## config.mk

```make
export PLATFORM = sky130hd
export DESIGN_NAME = rom_loader_flat
export DESIGN_NICKNAME = d
export VERILOG_FILES = /design/src/rtl/rom_loader_if.sv /design/src/rtl/rom_loader.sv /design/src/flat_wrapper.sv
export SDC_FILE = /design/constraint.sdc
export NUM_CORES = 1
export LEC_CHECK = 0
export ABC_AREA = 0
export CELL_PAD_IN_SITES_DETAIL_PLACEMENT = 1
export CELL_PAD_IN_SITES_GLOBAL_PLACEMENT = 2
export CORE_MARGIN = 1
export CORE_UTILIZATION = 30
export CTS_CLUSTER_SIZE = 12
export DETAILED_ROUTE_END_ITERATION = 10
export PLACE_DENSITY_LB_ADDON = 0.3
export RECOVER_POWER = 100
export SLEW_MARGIN = 30
export SYNTH_ARGS = -nofsm -noshare
export SYNTH_HDL_FRONTEND = slang
export SYNTH_SLANG_ARGS = --single-unit
```

## constraint.sdc

```tcl
create_clock -name clk -period 5.8 [get_ports clk]
set_clock_uncertainty 0.2 [all_clocks]
set_input_delay 1.45 -clock clk [delete_from_list [all_inputs] [get_ports clk]]
set_output_delay 1.45 -clock clk [all_outputs]
set_load 0.02 [all_outputs]
```

## src/rtl/rom_loader_if.sv

```systemverilog
// Byte-stream input and inst_mem write port of the ROM loader.
// The loader takes the slave side; the byte source / memory model takes the master side.
interface rom_loader_if;
  logic [7:0]  rx_data_i;
  logic        rx_valid_i;
  logic        rx_ready_o;
  logic        mem_we_o;
  logic [31:0] mem_addr_o;
  logic [31:0] mem_data_o;

  modport master (
    output rx_data_i, rx_valid_i,
    input  rx_ready_o, mem_we_o, mem_addr_o, mem_data_o
  );

  modport slave (
    input  rx_data_i, rx_valid_i,
    output rx_ready_o, mem_we_o, mem_addr_o, mem_data_o
  );
endinterface

```

## src/rtl/rom_loader.sv

```systemverilog
// Loads framed byte stream (A5, LEN_L, LEN_H, 4*N data, XOR checksum) into inst_mem
// as little-endian words, holding the core in reset while a frame is in flight.
//   state  | meaning
//   IDLE   | waiting for sync byte 0xA5, other bytes dropped
//   LEN0   | expecting word count low byte
//   LEN1   | expecting word count high byte, range check
//   DATA   | collecting the four bytes of a word
//   WR     | one-cycle write strobe, no byte accepted
//   CHK    | expecting checksum byte
module rom_loader #(
  parameter int          ADDR_W      = 12,
  parameter logic [31:0] BASE_ADDR   = 32'h0,
  parameter int          TIMEOUT_CYC = 1000000
) (
  input  logic         clk,
  input  logic         rst,
  rom_loader_if.slave  bus,
  output logic         hold_cpu_o,
  output logic         busy_o,
  output logic         done_o,
  output logic         err_o
);

  localparam logic [2:0] S_IDLE = 3'd0;
  localparam logic [2:0] S_LEN0 = 3'd1;
  localparam logic [2:0] S_LEN1 = 3'd2;
  localparam logic [2:0] S_DATA = 3'd3;
  localparam logic [2:0] S_WR   = 3'd4;
  localparam logic [2:0] S_CHK  = 3'd5;

  localparam int          TW      = $clog2(TIMEOUT_CYC + 1);
  localparam logic [TW-1:0] TO_LAST = TW'(TIMEOUT_CYC - 1);
  localparam logic [31:0] MAX_N   = 32'd1 << ADDR_W;

  logic [2:0]    state_q, state_d;
  logic [15:0]   len_q, len_d;
  logic [15:0]   word_idx_q, word_idx_d;
  logic [1:0]    byte_idx_q, byte_idx_d;
  logic [7:0]    chk_q, chk_d;
  logic [23:0]   word_q, word_d;
  logic [31:0]   addr_q, addr_d;
  logic [31:0]   data_q, data_d;
  logic          done_q, done_d;
  logic          err_q, err_d;
  logic [TW-1:0] tmo_q, tmo_d;

  logic        accept;
  logic [15:0] len_in;

  assign accept = bus.rx_valid_i && bus.rx_ready_o;
  assign len_in = {bus.rx_data_i, len_q[7:0]};

  always_comb begin
    state_d    = state_q;
    len_d      = len_q;
    word_idx_d = word_idx_q;
    byte_idx_d = byte_idx_q;
    chk_d      = chk_q;
    word_d     = word_q;
    addr_d     = addr_q;
    data_d     = data_q;
    done_d     = 1'b0;
    err_d      = err_q;

    if (state_q == S_IDLE || accept) tmo_d = '0;
    else                             tmo_d = tmo_q + TW'(1);

    case (state_q)
      S_IDLE: if (accept && bus.rx_data_i == 8'hA5) begin
        state_d = S_LEN0;
        err_d   = 1'b0;
      end
      S_LEN0: if (accept) begin
        len_d[7:0] = bus.rx_data_i;
        state_d    = S_LEN1;
      end
      S_LEN1: if (accept) begin
        len_d      = len_in;
        word_idx_d = '0;
        byte_idx_d = '0;
        chk_d      = '0;
        if ({16'd0, len_in} > MAX_N) begin
          state_d = S_IDLE;
          err_d   = 1'b1;
        end else if (len_in == 16'd0) begin
          state_d = S_CHK;
        end else begin
          state_d = S_DATA;
        end
      end
      S_DATA: if (accept) begin
        chk_d      = chk_q ^ bus.rx_data_i;
        byte_idx_d = byte_idx_q + 2'd1;
        case (byte_idx_q)
          2'd0: word_d[7:0]   = bus.rx_data_i;
          2'd1: word_d[15:8]  = bus.rx_data_i;
          2'd2: word_d[23:16] = bus.rx_data_i;
          default: begin
            data_d  = {bus.rx_data_i, word_q};
            addr_d  = BASE_ADDR + {14'd0, word_idx_q, 2'b00};
            state_d = S_WR;
          end
        endcase
      end
      S_WR: begin
        word_idx_d = word_idx_q + 16'd1;
        state_d    = (word_idx_q == len_q - 16'd1) ? S_CHK : S_DATA;
      end
      S_CHK: if (accept) begin
        state_d = S_IDLE;
        if (bus.rx_data_i == chk_q) done_d = 1'b1;
        else                        err_d  = 1'b1;
      end
      default: state_d = S_IDLE;
    endcase

    // An accepted byte always beats the timeout.
    if (state_q != S_IDLE && !accept && tmo_q == TO_LAST) begin
      state_d = S_IDLE;
      err_d   = 1'b1;
    end
  end

  always_ff @(posedge clk) begin
    if (rst) begin
      state_q    <= S_IDLE;
      len_q      <= '0;
      word_idx_q <= '0;
      byte_idx_q <= '0;
      chk_q      <= '0;
      word_q     <= '0;
      addr_q     <= BASE_ADDR;
      data_q     <= '0;
      done_q     <= 1'b0;
      err_q      <= 1'b0;
      tmo_q      <= '0;
    end else begin
      state_q    <= state_d;
      len_q      <= len_d;
      word_idx_q <= word_idx_d;
      byte_idx_q <= byte_idx_d;
      chk_q      <= chk_d;
      word_q     <= word_d;
      addr_q     <= addr_d;
      data_q     <= data_d;
      done_q     <= done_d;
      err_q      <= err_d;
      tmo_q      <= tmo_d;
    end
  end

  assign bus.rx_ready_o = (state_q != S_WR);
  assign bus.mem_we_o   = (state_q == S_WR);
  assign bus.mem_addr_o = addr_q;
  assign bus.mem_data_o = data_q;
  // Every non-IDLE state lies between LEN0 and CHK, so hold and busy coincide.
  assign busy_o     = (state_q != S_IDLE);
  assign hold_cpu_o = busy_o;
  assign done_o     = done_q;
  assign err_o      = err_q;

endmodule

```

## src/flat_wrapper.sv

```systemverilog
// flat-port wrapper written by rule: the top's interface ports become plain ports
module rom_loader_flat 
#(
  parameter int          ADDR_W      = 12,
  parameter logic [31:0] BASE_ADDR   = 32'h0,
  parameter int          TIMEOUT_CYC = 1000000
)
  (clk, rst, hold_cpu_o, busy_o, done_o, err_o, bus_rx_data_i, bus_rx_valid_i, bus_rx_ready_o, bus_mem_we_o, bus_mem_addr_o, bus_mem_data_o);
  rom_loader_if bus_i ();
  input  logic clk;
  input  logic rst;
  output logic hold_cpu_o;
  output logic busy_o;
  output logic done_o;
  output logic err_o;
  input wire logic [$bits(bus_i.rx_data_i)-1:0] bus_rx_data_i;
  input wire logic [$bits(bus_i.rx_valid_i)-1:0] bus_rx_valid_i;
  output wire logic [$bits(bus_i.rx_ready_o)-1:0] bus_rx_ready_o;
  output wire logic [$bits(bus_i.mem_we_o)-1:0] bus_mem_we_o;
  output wire logic [$bits(bus_i.mem_addr_o)-1:0] bus_mem_addr_o;
  output wire logic [$bits(bus_i.mem_data_o)-1:0] bus_mem_data_o;
  assign bus_i.rx_data_i = bus_rx_data_i;
  assign bus_i.rx_valid_i = bus_rx_valid_i;
  assign bus_rx_ready_o = bus_i.rx_ready_o;
  assign bus_mem_we_o = bus_i.mem_we_o;
  assign bus_mem_addr_o = bus_i.mem_addr_o;
  assign bus_mem_data_o = bus_i.mem_data_o;
  rom_loader #(.ADDR_W(ADDR_W), .BASE_ADDR(BASE_ADDR), .TIMEOUT_CYC(TIMEOUT_CYC)) u_core (.clk(clk), .rst(rst), .bus(bus_i), .hold_cpu_o(hold_cpu_o), .busy_o(busy_o), .done_o(done_o), .err_o(err_o));
endmodule
```

==> impl_results.md, run 1 <==
* Status: complete, no violations
* IO Pins at 81
* CP Capture Type: register
* Pin count of the biggest net entering global routing at 88
* Port Buf Inserts at 64
* Worst-Margin Slew at ~1.0 ns
* Req. time, crit path at a little under 6 ns
* CTS Buf Count at 17
* Area of the multi-input gates at approximately 3300 µm²
* DRT iter0 DRCs at 238
* Type of origin of the critical path: input pin
* Total global routing overflow at 0
* Clock root cell: clkbuf_16
* P per Cell Area at 284 nW/µm²
* Synth cell types at 58
* Postcts setup bufs at 0
* DR vias at ~5600
* EDFF count, synth at 0
* Clock buffer depth at 2
* RSZ-0062 raised after global routing: no
* Fmax at 213 MHz
* Register area at 2780 µm²
* Average wire per standard cell at 16.2 µm
* Peak supply drop at 0.148 mV
* CP Capture Point: u_core.bus.mem_addr_o[16]
* Core Rows at 53
* CP Max Fanout at 20
* R2r startpoint: u_core.state_q[1]
* Commonest non-fill, non-tap cell in the layout: dfxtp_1
* Top FF cell, synth: dfxtp_1
* HPWL Detailed at 12400 µm
* Max-cap viol count at 0
* Reg2reg setup slack at roughly 2.1 ns
* Worst endpoint data arrival time at 4.84 ns
* Hold slack at around 0.25 ns
* TritonCTS clock tree: built
* Vias in the first global route at just under 6000
* Slew HR at between 30% and 40%
* Clk network pwr share at 54.4%
* Combinational power share at 2.7%
* Final Max Slew Viols at 0
* Async S/R FF share, synth at 0%
* Post-synth top area share at 43.3%
* GRT Max-Usage Layer: met2
* Sw frac at 21.2%
* Initial antenna violation count at 0
* Clk Latency, worst-skew pair at 0.43 ns
* Met3 Use GR at 4.02%
* Crit Path Class: input pin to register
* Hold buffers post-CTS at 0
* Die ar. at ~22000 µm²
* Met2 GRT Util at around 30%
* First-pass GRT wire length at 30300 µm
* Switch Pwr at 473 µW
* H-tree levels at 4
* Sequential share of power at 42.9%
* Reg2reg path depth at 7
* Int Power at 1750 µW
* Post-layout nets at about 860
* Register area share after synthesis at 43.3%
* Total negative slack at 0 ns
* Post-Syn Instances at just under 800
* Drt total wl at 18300 µm
* Layout area overhead at 22.1%
* Worst Hold Class: register to register
* Leak at 0.00302 µW
* TritonCTS sink count at 139
* Gpl congestion at 0.809
* Die height at 148 µm
* Post_cts resized at 0
* Cell area after synthesis at 6420 µm²
* Post-layout min period at roughly 4.7 ns
* Fill count at between 2000 and 2500
* Starting Density at 30.6%
* Syn. warnings at 0
* Area contributors post-synth: dfxtp_1 43%, nand2_1 7.8%, a21oi_1 6.0%, nor2_1 5.5%, mux2i_1 5.0%
* Die Width at 148 µm
* Placeable Area at 21000 µm²
* Crit. Startpoint: bus_rx_valid_i
* DRT Pass-1 Iters at 4
* Hold Fails Final Rpt at 0
* Period utilisation layout at 81.0%
* Layout cells sized above 1 at 6.01%
* Antenna-violating nets left at 0
* Syn Area/Cell at between 8 and 9 µm²
* Diodes inserted at 0
* GRT met1 Usage at 21.6%
* Commonest cells after routing, fill and taps aside: 139 x dfxtp_1, 133 x nand2_1, 94 x nor2_1, 77 x a21oi_1, 57 x dlygate4sd3_1
* Reg clk slew, reported paths at 0.06 ns
* R2R Path End: u_core.bus.mem_addr_o[16]
* # setup viols final at 0
* Synth area leader: dfxtp_1
* DRC violation count after routing at 0
* Total GRT Usage at 17.6%
* #FFs+latches synth at 139
* Vias/cell at between 4 and 5
## per-layer routing
layer,vias up,wire (µm)
li1,2756,-
met1,2733,8300
met2,88,9230
met3,13,509
met4,0,221
met5,-,0
## layout make-up
type,count,share of cell area (%)
multi-input cells,583,41.8
repair buffers,76,9.09
well taps,275,4.39
clock buffers,20,5.82
flip-flops and latches,139,35.5
inverters,20,0.957
clock inverters,11,2.44
## sequential cells by signal (all words and copies together), names as in the netlist
name,count
u_core.bus.mem_data_o,32
u_core.word_q,24
u_core.tmo_q,20
u_core.bus.mem_addr_o,16
u_core.len_q,16
u_core.word_idx_q,16
u_core.chk_q,8
u_core.state_q,3
u_core.byte_idx_q,2
u_core.done_o,1
u_core.err_o,1
## power by group through the flow
stage               Clock, µW  Combinational, µW  Sequential, µW
floorplan                   0               47.7             977
global placement            0               61.2             977
detailed placement          0               61.8             977
CTS                      1250               62.1             956
global route             1290               65.2             955
finish                   1210               59.8             956
## worst max-delay path, cell delays in order
cell,delay (ns)
dlygate4sd3_1,0.63
inv_1,0.13
nor2_1,0.12
clkbuf_1,0.63
and3_1,0.67
clkbuf_1,0.83
nand2_1,0.19
a21oi_1,0.17
## worst min-delay path by stage
stage	startpoint	endpoint	slack, ns	cells past startpoint
2_1_floorplan	u_core.tmo_q[0]	u_core.tmo_q[0]	0.22	1
5_1_grt	u_core.bus.mem_data_o[31]	u_core.bus.mem_data_o[31]	0.27	2
3_3_place_gp	u_core.tmo_q[0]	u_core.tmo_q[0]	0.23	1
3_5_place_dp	u_core.tmo_q[0]	u_core.tmo_q[0]	0.24	1
4_1_cts	u_core.tmo_q[0]	u_core.tmo_q[0]	0.25	1
6_report	u_core.bus.mem_addr_o[11]	u_core.bus.mem_addr_o[11]	0.25	2
## cell families (layout without fill, tap and decap cells)
group | after synthesis | count (layout) | synth area share [%]
AND/OR/NAND/NOR | 348 | 348 | 25.4
flip-flops | 139 | 139 | 43.3
AO/OA/AOI/OAI | 136 | 136 | 12.4
buffers and inverters | 89 | 127 | 6.43
XOR/XNOR | 42 | 42 | 5.73
multiplexers | 34 | 34 | 5.34
adder cells (fa/ha/maj) | 7 | 7 | 1.36
other | 1 | 16 | 0.0584
## through the flow
stage / worst slack [ns] / utilization (%) / std cells / instance area, µm² / power [µW]
5_1_grt: 0.794 / 37.3 / 1124 / 7850 / 2310
4_1_cts: 1.56 / 37.5 / 1124 / 7890 / 2260
3_3_place_gp: 1.79 / 34.4 / 1093 / 7240 / 1040
6_report: 1.10 / 37.3 / 1124 / 7850 / 2230
3_5_place_dp: 1.72 / 34.4 / 1093 / 7240 / 1040
2_1_floorplan: 2.60 / - / 811 / 6480 / 1020
## synthesized netlist by cell type, types with 2 or more instances
master / count
nand2_1: 133
a41oi_1: 2
o21ai_0: 20
mux2i_1: 32
nor2_1: 94
nand2b_1: 3
dfxtp_1: 139
o21a_1: 3
o2111ai_1: 2
xor2_1: 18
a31oi_1: 3
nor4bb_1: 2
nand4b_1: 3
o31ai_1: 2
o211a_1: 2
or2_2: 5
nor4b_1: 3
or4_4: 2
buf_4: 17
nor3_1: 6
and4_1: 3
and3_1: 9
or3b_1: 3
inv_1: 19
nor2b_1: 2
or4_1: 3
a22oi_1: 8
nor4_1: 7
xnor2_1: 24
nand3_1: 43
buf_2: 6
or3_1: 9
nand4_1: 12
a211oi_1: 2
mux2_2: 2
o211ai_1: 5
o31a_1: 2
clkbuf_1: 44
ha_1: 7
a21oi_1: 77
Power figures use the tool's default switching activity.
==> inputs of run 2 (changes only) <==
Clock period 5.8 ns to 4.6 ns, I/O delays scaled along.
==> run 2 against run 1 <==
Effect of this change: die area did not move; register-to-register slack got worse by 0.58 ns; power rose by 22%; via count rose by 1.2%; largest cell class unchanged; cell area fell by 0.11%; critical endpoint is now bus_mem_we_o.
==> impl_results.md, run 2 (synthesized netlist as in run 1, its figures left out) <==
* Switch Pwr at 624 µW (was 473 µW)
* Diodes inserted at 0 (unchanged)
* Req. time, crit path at 3.25 ns (was 5.95 ns)
* Worst-Margin Slew at 0.872 ns (was 1.04 ns)
* RSZ-0062 raised after global routing: no (unchanged)
* R2r startpoint: u_core.state_q[1] (unchanged)
* Worst path bufs/invs at 2 (was 4)
* Reg2reg path depth at 7 (unchanged)
* CP max stage cell: dlygate4sd3_1 (was clkbuf_1)
* Initial antenna violation count at 0 (unchanged)
* Slew HR at 41.9% (was 30.8%)
* Final Cell Area at 7840 µm² (was 7850 µm²)
* DRT Pass-1 Iters at 4 (unchanged)
* DR vias at 5658 (was 5590)
* Crit-path cells: or3b_1 -> clkinv_1 -> dlygate4sd3_1 (was dlygate4sd3_1 -> inv_1 -> nor2_1 -> clkbuf_1 -> and3_1 -> clkbuf_1 -> nand2_1 -> a21oi_1)
* R2R Path End: u_core.bus.mem_data_o[18] (was u_core.bus.mem_addr_o[16])
* Vias in the first global route at 5869 (was 5788)
* Max-cap viol count at 0 (unchanged)
* TritonCTS clock tree: built (unchanged)
* Antenna-violating nets left at 0 (unchanged)
* Hold Fails Final Rpt at 0 (unchanged)
* Clk Latency, worst-skew pair at 0.43 ns (about the same)
* Die Width at 148 µm (unchanged)
* TritonCTS sink count at 139 (unchanged)
* Worst Hold Class: register to register (unchanged)
* CP Max Fanout at 10 (was 20)
* First-pass GRT wire length at 29800 µm (was 30300 µm)
* Commonest cells after routing, fill and taps aside: 139 x dfxtp_1, 133 x nand2_1, 94 x nor2_1, 77 x a21oi_1, 56 x dlygate4sd3_1 (was 139 x dfxtp_1, 133 x nand2_1, 94 x nor2_1, 77 x a21oi_1, 57 x dlygate4sd3_1)
* Hold buffers post-CTS at 0 (unchanged)
* Placeable Area at 21000 µm² (unchanged)
* Fmax at 250 MHz
* Post-layout nets at 858 (was 855)
* HPWL Detailed at 12400 µm (about the same)
* Total global routing overflow at 0 (unchanged)
* Leak at 0.00302 µW (about the same)
* Crit Path Class: register to output port (was input pin to register)
* Reg clk slew, reported paths at 0.06 ns (about the same)
* Core Rows at 53 (unchanged)
* Hold Crit Start: u_core.bus.mem_data_o[31] (was u_core.bus.mem_addr_o[11])
* DRC violation count after routing at 0 (unchanged)
* Pre-CTS WS at 0.957 ns (was 1.72 ns)
* Worst endpoint data arrival time at 2.66 ns (was 4.84 ns)
* H-tree levels at 4 (unchanged)
* Placed instance area at 7250 µm² (was 7240 µm²)
* Reg2reg setup slack at 1.50 ns (was 2.08 ns)
* Starting Density at 30.6% (unchanged)
* Final Max Slew Viols at 0 (unchanged)
* Clock root cell: clkbuf_16 (unchanged)
* Vias/cell at 5.02 (was 4.97)
* Drt total wl at 17900 µm (was 18300 µm)
* Slowest cell delay on critical path at 0.79 ns (was 0.83 ns)
* Die ar. at 22000 µm² (unchanged)
* CP delay by family, top: buffers and inverters (unchanged)
* Non-filler cells, final at 1128 (was 1124)
* Hold-critical path depth at 2 (unchanged)
* CTS Buf Count at 17 (unchanged)
* Sw frac at 23.0% (was 21.2%)
* Status: complete, no violations (unchanged)
* Postcts setup bufs at 0 (unchanged)
* IO Pins at 81 (unchanged)
* Die height at 148 µm (unchanged)
* Clk network pwr share at 52.7% (was 54.4%)
* DRT iter0 DRCs at 223 (was 238)
* Hold endpoint: u_core.bus.mem_data_o[31] (was u_core.bus.mem_addr_o[11])
* Peak supply drop at 0.220 mV (was 0.148 mV)
* Layout area overhead at 22.0% (was 22.1%)
* Commonest non-fill, non-tap cell in the layout: dfxtp_1 (unchanged)
* Post-layout min period at around 4.0 ns
* Post_cts resized at 0 (unchanged)
* Final worst slack at 0.592 ns (was 1.10 ns)
* Average wire per standard cell at 15.9 µm (was 16.2 µm)
* Gpl congestion at 0.808 (was 0.809)
* Combinational power share at 2.9% (was 2.7%)
* P per Cell Area at 346 nW/µm² (was 284 nW/µm²)
* Layout cells sized above 1 at 6.68% (was 6.01%)
* Period utilisation layout at between 80 and 90%
* Hold slack at 0.250 ns (was 0.251 ns)
* Type of origin of the critical path: register (was input pin)
* Placed cells at 1096 (was 1093)
* Total GRT Usage at 17.3% (was 17.6%)
* Max FFs per register at 32 (unchanged)
* Clock buffer depth at 2 (unchanged)
* # setup viols final at 0 (unchanged)
* Fill count at 2499 (was 2497)
* Total negative slack at 0 ns (unchanged)
* Pin count of the biggest net entering global routing at 71 (was 88)
* Int Power at 2090 µW (was 1750 µW)
* Sequential share of power at 44.4% (was 42.9%)
* CP Capture Type: output port (was register)
* Port Buf Inserts at 64 (unchanged)
-- run 2: worst reg2reg max path, stage by stage, from the launching register on --
cell      delay [ns]
dfxtp_1         0.54
nand2b_1        0.23
nor2_1          0.17
clkbuf_1        0.58
nand3_1         0.55
buf_4           0.47
nand2_1         0.15
a21oi_1         0.08
-- run 2: worst max path at each step --
| stage | cells after the start | end | slack (ns) | from |
|---|---|---|---|---|
| after floorplan | 6 | u_core.state_q[1] | 1.70 | bus_rx_data_i[0] |
| after global placement | 7 | u_core.state_q[1] | 1.00 | bus_rx_data_i[7] |
| after detailed placement | 7 | u_core.state_q[1] | 0.96 | bus_rx_data_i[7] |
| after CTS | 3 | bus_mem_we_o | 0.68 | u_core.state_q[1] |
| after global routing | 3 | bus_mem_we_o | 0.45 | u_core.state_q[1] |
| final | 3 | bus_mem_we_o | 0.59 | u_core.state_q[1] |
-- run 2: power by group through the flow --
stage	sequential (µW)	clock (µW)	combinational, µW
global placement	1230	0	77.7
detailed placement	1230	0	79.0
CTS	1200	1470	79.3
floorplan	1230	0	60.1
finish	1200	1430	77.6
global route	1200	1530	84.4
-- run 2: stage by stage --
| stage | total power (µW) | utilization (%) |
|---|---|---|
| after floorplan | 1290 | - |
| after global placement | 1310 | 34.5 |
| after detailed placement | 1310 | 34.5 |
| after CTS | 2760 | 37.4 |
| after global routing | 2820 | 37.3 |
| final | 2710 | 37.3 |
-- run 2: final cells by class --
cell class	instances	area, µm²	area share (%)
Multi-Input combinational cell	583	3290	41.9
Sequential cell	139	2780	35.5
Timing Repair Buffer	79	736	9.39
Clock buffer	17	425	5.43
Tap cell	275	344	4.39
Clock inverter	15	188	2.40
Inverter	20	75.1	0.958
-- run 2: routing by layer --
layer  GRT usage (%)  up-vias  part of all wire [%]
met1            21.0     2779                    46
li1                -     2765                     -
met5               0        -                     0
met3            4.20       24                   2.8
met2            29.4       90                    49
met4            6.86        0                   2.2
